===== config.mk =====
export PLATFORM = sky130hd
export DESIGN_NAME = multicycle_ctrl
export DESIGN_NICKNAME = d
export VERILOG_FILES = /design/src/rtl/multicycle_ctrl.sv
export SDC_FILE = /design/constraint.sdc
export NUM_CORES = 1
export LEC_CHECK = 0
export BUFFER_PORTS_ARGS = -buffer_cell sky130_fd_sc_hd__clkbuf_2
export CAP_MARGIN = 20
export CORE_ASPECT_RATIO = 0.6
export CORE_UTILIZATION = 50
export DETAILED_ROUTE_END_ITERATION = 7
export HOLD_SLACK_MARGIN = 0.08
export PLACE_DENSITY = 0.81
export SLEW_MARGIN = 25
export SYNTH_ARGS = -nofsm -noshare
export SYNTH_HDL_FRONTEND = slang
export SYNTH_SLANG_ARGS = --single-unit

===== constraint.sdc =====
create_clock -name clk -period 4.5 [get_ports clk]
set_input_delay 0.225 -clock clk [delete_from_list [all_inputs] [get_ports clk]]
set_output_delay 0.225 -clock clk [all_outputs]
set_load 0.01 [all_outputs]

===== src/rtl/multicycle_ctrl.sv =====
// multicycle_ctrl -- main control FSM for a multicycle MIPS-style datapath.
//
// Sequences each instruction through FETCH / DECODE and an opcode-specific
// execute path (lw, sw, R-format, beq, j), drives the datapath mux selects and
// write enables, counts retired instructions and traps on undefined opcodes.
//
// Ports
//   clk        system clock (rising edge)
//   reset      asynchronous, active-high reset
//   opcode     instruction[31:26], stable from DECODE onward
//   mem_ready  memory completes the current access this cycle
//   PCWrite, PCWriteCond, IorD, MemRead, MemWrite, MemToReg, IRWrite,
//   ALUSrcA, RegWrite, RegDest      1-bit datapath controls
//   ALUSrcB    ALU B-operand select
//   ALUOp      ALU operation class: 00 add, 01 sub, 10 funct
//   PCSource   PC mux select: 00 ALU, 01 ALUOut, 10 jump
//   state      current state encoding
//   illegal    sticky undefined-opcode flag
//   retired    completed-instruction count (wraps at 16 bits)
module multicycle_ctrl (
  input  logic        clk,
  input  logic        reset,
  input  logic [5:0]  opcode,
  input  logic        mem_ready,
  output logic        PCWrite,
  output logic        PCWriteCond,
  output logic        IorD,
  output logic        MemRead,
  output logic        MemWrite,
  output logic        MemToReg,
  output logic        IRWrite,
  output logic        ALUSrcA,
  output logic        RegWrite,
  output logic        RegDest,
  output logic [1:0]  ALUSrcB,
  output logic [1:0]  ALUOp,
  output logic [1:0]  PCSource,
  output logic [3:0]  state,
  output logic        illegal,
  output logic [15:0] retired
);

  localparam logic [5:0] OP_RTYPE = 6'b000000;
  localparam logic [5:0] OP_LW    = 6'b100011;
  localparam logic [5:0] OP_SW    = 6'b101011;
  localparam logic [5:0] OP_BEQ   = 6'b000100;
  localparam logic [5:0] OP_J     = 6'b000010;

  typedef enum logic [3:0] {
    IDLE   = 4'd0,
    FETCH  = 4'd1,
    DECODE = 4'd2,
    MEMADR = 4'd3,
    MEMRD  = 4'd4,
    MEMWB  = 4'd5,
    MEMWR  = 4'd6,
    REXEC  = 4'd7,
    RWB    = 4'd8,
    BEQ    = 4'd9,
    JUMP   = 4'd10,
    TRAP   = 4'd11
  } state_t;

  state_t cur;

  // State, sticky trap flag and retire counter. An instruction retires on the
  // edge that leaves its last state; an abandoned (reset) one never does.
  always_ff @(posedge clk or posedge reset) begin
    if (reset) begin
      cur     <= IDLE;
      illegal <= 1'b0;
      retired <= 16'h0000;
    end else begin
      case (cur)
        IDLE:   cur <= FETCH;
        FETCH:  if (mem_ready) cur <= DECODE;
        DECODE: begin
          case (opcode)
            OP_RTYPE:     cur <= REXEC;
            OP_LW, OP_SW: cur <= MEMADR;
            OP_BEQ:       cur <= BEQ;
            OP_J:         cur <= JUMP;
            default: begin
              cur     <= TRAP;
              illegal <= 1'b1;
            end
          endcase
        end
        MEMADR: begin
          // opcode is held stable, so only lw/sw arrive here; anything else
          // means the instruction register was disturbed and is trapped.
          if (opcode == OP_LW)      cur <= MEMRD;
          else if (opcode == OP_SW) cur <= MEMWR;
          else begin
            cur     <= TRAP;
            illegal <= 1'b1;
          end
        end
        MEMRD:  if (mem_ready) cur <= MEMWB;
        MEMWR: begin
          if (mem_ready) begin
            cur     <= FETCH;
            retired <= retired + 16'd1;
          end
        end
        MEMWB, RWB, BEQ, JUMP: begin
          cur     <= FETCH;
          retired <= retired + 16'd1;
        end
        REXEC:  cur <= RWB;
        TRAP:   cur <= TRAP;
        default: cur <= IDLE;
      endcase
    end
  end

  assign state = cur;

  // Controls are decoded from the registered state; only the FETCH write
  // enables also look at mem_ready so a stalled fetch updates nothing.
  always_comb begin
    PCWrite     = 1'b0;
    PCWriteCond = 1'b0;
    IorD        = 1'b0;
    MemRead     = 1'b0;
    MemWrite    = 1'b0;
    MemToReg    = 1'b0;
    IRWrite     = 1'b0;
    ALUSrcA     = 1'b0;
    RegWrite    = 1'b0;
    RegDest     = 1'b0;
    ALUSrcB     = 2'b00;
    ALUOp       = 2'b00;
    PCSource    = 2'b00;
    case (cur)
      FETCH: begin
        MemRead = 1'b1;
        ALUSrcB = 2'b01;
        IRWrite = mem_ready;
        PCWrite = mem_ready;
      end
      DECODE: ALUSrcB = 2'b11;
      MEMADR: begin
        ALUSrcA = 1'b1;
        ALUSrcB = 2'b10;
      end
      MEMRD: begin
        MemRead = 1'b1;
        IorD    = 1'b1;
      end
      MEMWB: begin
        RegWrite = 1'b1;
        MemToReg = 1'b1;
      end
      MEMWR: begin
        MemWrite = 1'b1;
        IorD     = 1'b1;
      end
      REXEC: begin
        ALUSrcA = 1'b1;
        ALUOp   = 2'b10;
      end
      RWB: begin
        RegWrite = 1'b1;
        RegDest  = 1'b1;
      end
      BEQ: begin
        ALUSrcA     = 1'b1;
        ALUOp       = 2'b01;
        PCWriteCond = 1'b1;
        PCSource    = 2'b01;
      end
      JUMP: begin
        PCWrite  = 1'b1;
        PCSource = 2'b10;
      end
      default: ;
    endcase
  end

endmodule


==> flow_summary.ini <==
[outcome]
outcome = finished, final reports clean

[critical_path]
critPathCaptureType = primary output
r2r_slack_ns = 2.54
critical_path_class = reg -> out
cp_data_required_time_ns = 4.28
critPathMaxFanout = 15
r2r_cells = 4
r2r-end = retired[12]$_DFFE_PP0P_
arrival_ns = 1.83
r2r-start = state[3]$_DFFE_PP0P_
setup.worst_path.start_class = flop

[clock_network]
cts_setup_buffers = 0
clock_path_buffers = 2
postCtsHoldBufs = 0
cts_tree = built
cts.sinks = 21
root_buffer = clkbuf_8
cts.reportedPaths.clkPinSlew_ns = 0.08
worstSkewPairLatency_ns = 0.26
htreeDepth = 1
cts_made_buffers = 3
cts_resized = 0

[drt]
wl_per_cell_um = 13.9
vias = 1113
wl_um = 2840
drc = 0
drt-vias-per-instance = 5.46
first_iter_violations = 148
drtPass1Iterations = 4
ant_nets = 0

[synthesis]
synth_area_leaders = dfrtp_1 (43%), xor2_1 (7.1%), xnor2_1 (5.0%)
synthFlopType = dfrtp_1
synth-compound-area-share_pct = 10.4
synth_enable_flop_cells = 0
yosys.area_share.simple_pct = 25.8
synthMuxAreaShare_pct = 1.82
ys_ff_latch = 21
synth_xor_area_share_pct = 12.0
async_reset_ff_share_pct = 100
ys_types = 38
avgSynthCellArea_um2 = 9.23
synth_top_area_cell = dfrtp_1
syn_inst = 134
synth_top_family_by_area = simple AND/OR/NAND/NOR gates
yosysWarnings = 0
synth_nets = 144
yosysSeqAreaShare_pct = 42.5
syn_area_um2 = 1240
synth_top_area_share_pct = 42.5
synth_adder_area_share_pct = 1.01

[placement]
hpwl_um = 2150
gp_congestion = 0.875
portBuffers = 45
place_area_um2 = 1450
placed_cells = 200

[pwr]
leakagePower_uw = 0.000758
peakVddDrop_mv = 0.218
p_comb_share_pct = 44.4
clkPwrFrac_pct = 15.7
swShare_pct = 43.4
finalPower_uw = 772
p_switching_uw = 335
internal-power_uw = 437
p_seq_share_pct = 39.9
power_density_nw_per_um2 = 517

[floorplanning]
die_h_um = 40.5
start_util_pct = 55.1
core_um2 = 2240
rows = 13
die_w_um = 66.2
num_io_pins = 46
die_area_um2 = 2680

[global_route]
grtUsageTotal_pct = 23.2
grt_pass1_wl_um = 4390
overflow = 0
grtUsageMet2_pct = 33.7
met3_usage_pct = 6.25
grt_pass1_vias = 896
grt_max_degree = 22
use_met1_pct = 34.3
busiest_layer = met1
antenna_found_initial = 0

[sta]
min_period_ns = 2.05
relSlewSlack_pct = 48.2
finalHoldViolations = 0
worst_slew_pin_slew_ns = 0.776
setup_viol = 0
finalMaxSlewViolations = 0
max_clock_freq_mhz = 487
finalSetupTns_ns = 0
rsz0062_at_grt = no
fin_worst_skew_ns = 0.00461
finalCritPeriodShare_pct = 45.6

[layout]
n_antenna_cell = 0
nets = 185
synthToLayoutAreaGrowth_pct = 20.6
drive_gt1_share_pct = 33.3
fin_cells = 204
final_util_pct = 66.4
finalInstanceArea_um2 = 1490
fillers = 203

[min_path]
hp-class = in -> async

[run]
drv_cap = 0
[per-stage QoR]
stage,setup slack (ns),hold WS (ns)
2_1_floorplan,2.89,0.202
3_3_place_gp,2.68,0.379
3_5_place_dp,2.56,0.388
4_1_cts,2.45,0.104
5_1_grt,2.27,0.139
6_report,2.45,0.0817
[worst max-delay path, stage by stage (launching register included)]
cell,delay [ns]
dfrtp_1,0.64
nand2b_1,0.28
nor4_1,0.34
or2_2,0.18
clkbuf_2,0.12
[cells in the mapped netlist (2+ instances only)]
cell type and number:
or3_1 2, dfrtp_1 21, nor2_1 11, nor3b_1 2, xor2_1 10, xnor2_1 7
nand2_1 11, nand2b_1 4, inv_1 7, a31o_2 2, a21oi_1 4, buf_2 3
nor4_1 7, mux2_2 2, nand3_1 5, or2_2 3, nor3_1 8, buf_4 4
clkbuf_1 2
[power groups by stage]
stage	registers (µW)	logic (µW)	clock network [µW]
after CTS	307	345	123
after detailed placement	311	344	0
after global placement	306	335	0
final	308	343	121
after global routing	320	379	131
after floorplan	280	270	0
[routing by layer]
layer,vias to the layer above,share of wire [%]
met4,0,0.46
met2,47,43
met3,2,7.6
li1,548,-
met1,516,49
met5,-,0
[state kept, by name, summed over array words and instances, names as in the netlist]
register	cells
illegal	1
retired	16
state	4
[area by class of cell]
class	instances	area (µm²)	area share, %
multi-input cells	97	632	42.4
flip-flops and latches	21	526	35.2
repair buffers	45	225	15.1
clock buffers	4	45.0	3.02
well taps	30	37.5	2.52
inverters	7	26.3	1.76
[logic make-up (layout without fill, tap and decap cells)]
logic type	count (synthesis)	count (layout)
and+or+nand+nor	60	60
muxes	2	2
DFF	21	21
buffers and inverters	16	56
adders and majority gates	1	1
xor gates and xnor gates	17	17
AOI/OAI and AO/OA	17	17
[layout by cell type (no fill, tap or decap), drive strengths merged, types with 3 or more instances in the layout]
cell and instances:
nand2 11, nor3 8, nor4 7, nor2 11
a21oi 4, xor2 10, or2 3, inv 7
clkbuf 49, dfrtp 21, nand3 5, xnor2 7
nand2b 4
[worst max path at each step]
stage	startpoint	end	depth (start not counted)
final	state[0]$_DFFE_PP0P_	PCWrite	4
after global routing	state[0]$_DFFE_PP0P_	PCWrite	4
after CTS	state[0]$_DFFE_PP0P_	PCWrite	4
after detailed placement	state[3]$_DFFE_PP0P_	retired[13]$_DFFE_PP0P_	4
after global placement	state[3]$_DFFE_PP0P_	retired[13]$_DFFE_PP0P_	4
after floorplan	retired[2]$_DFFE_PP0P_	retired[13]$_DFFE_PP0P_	5
(Power assumes the default switching activity.)
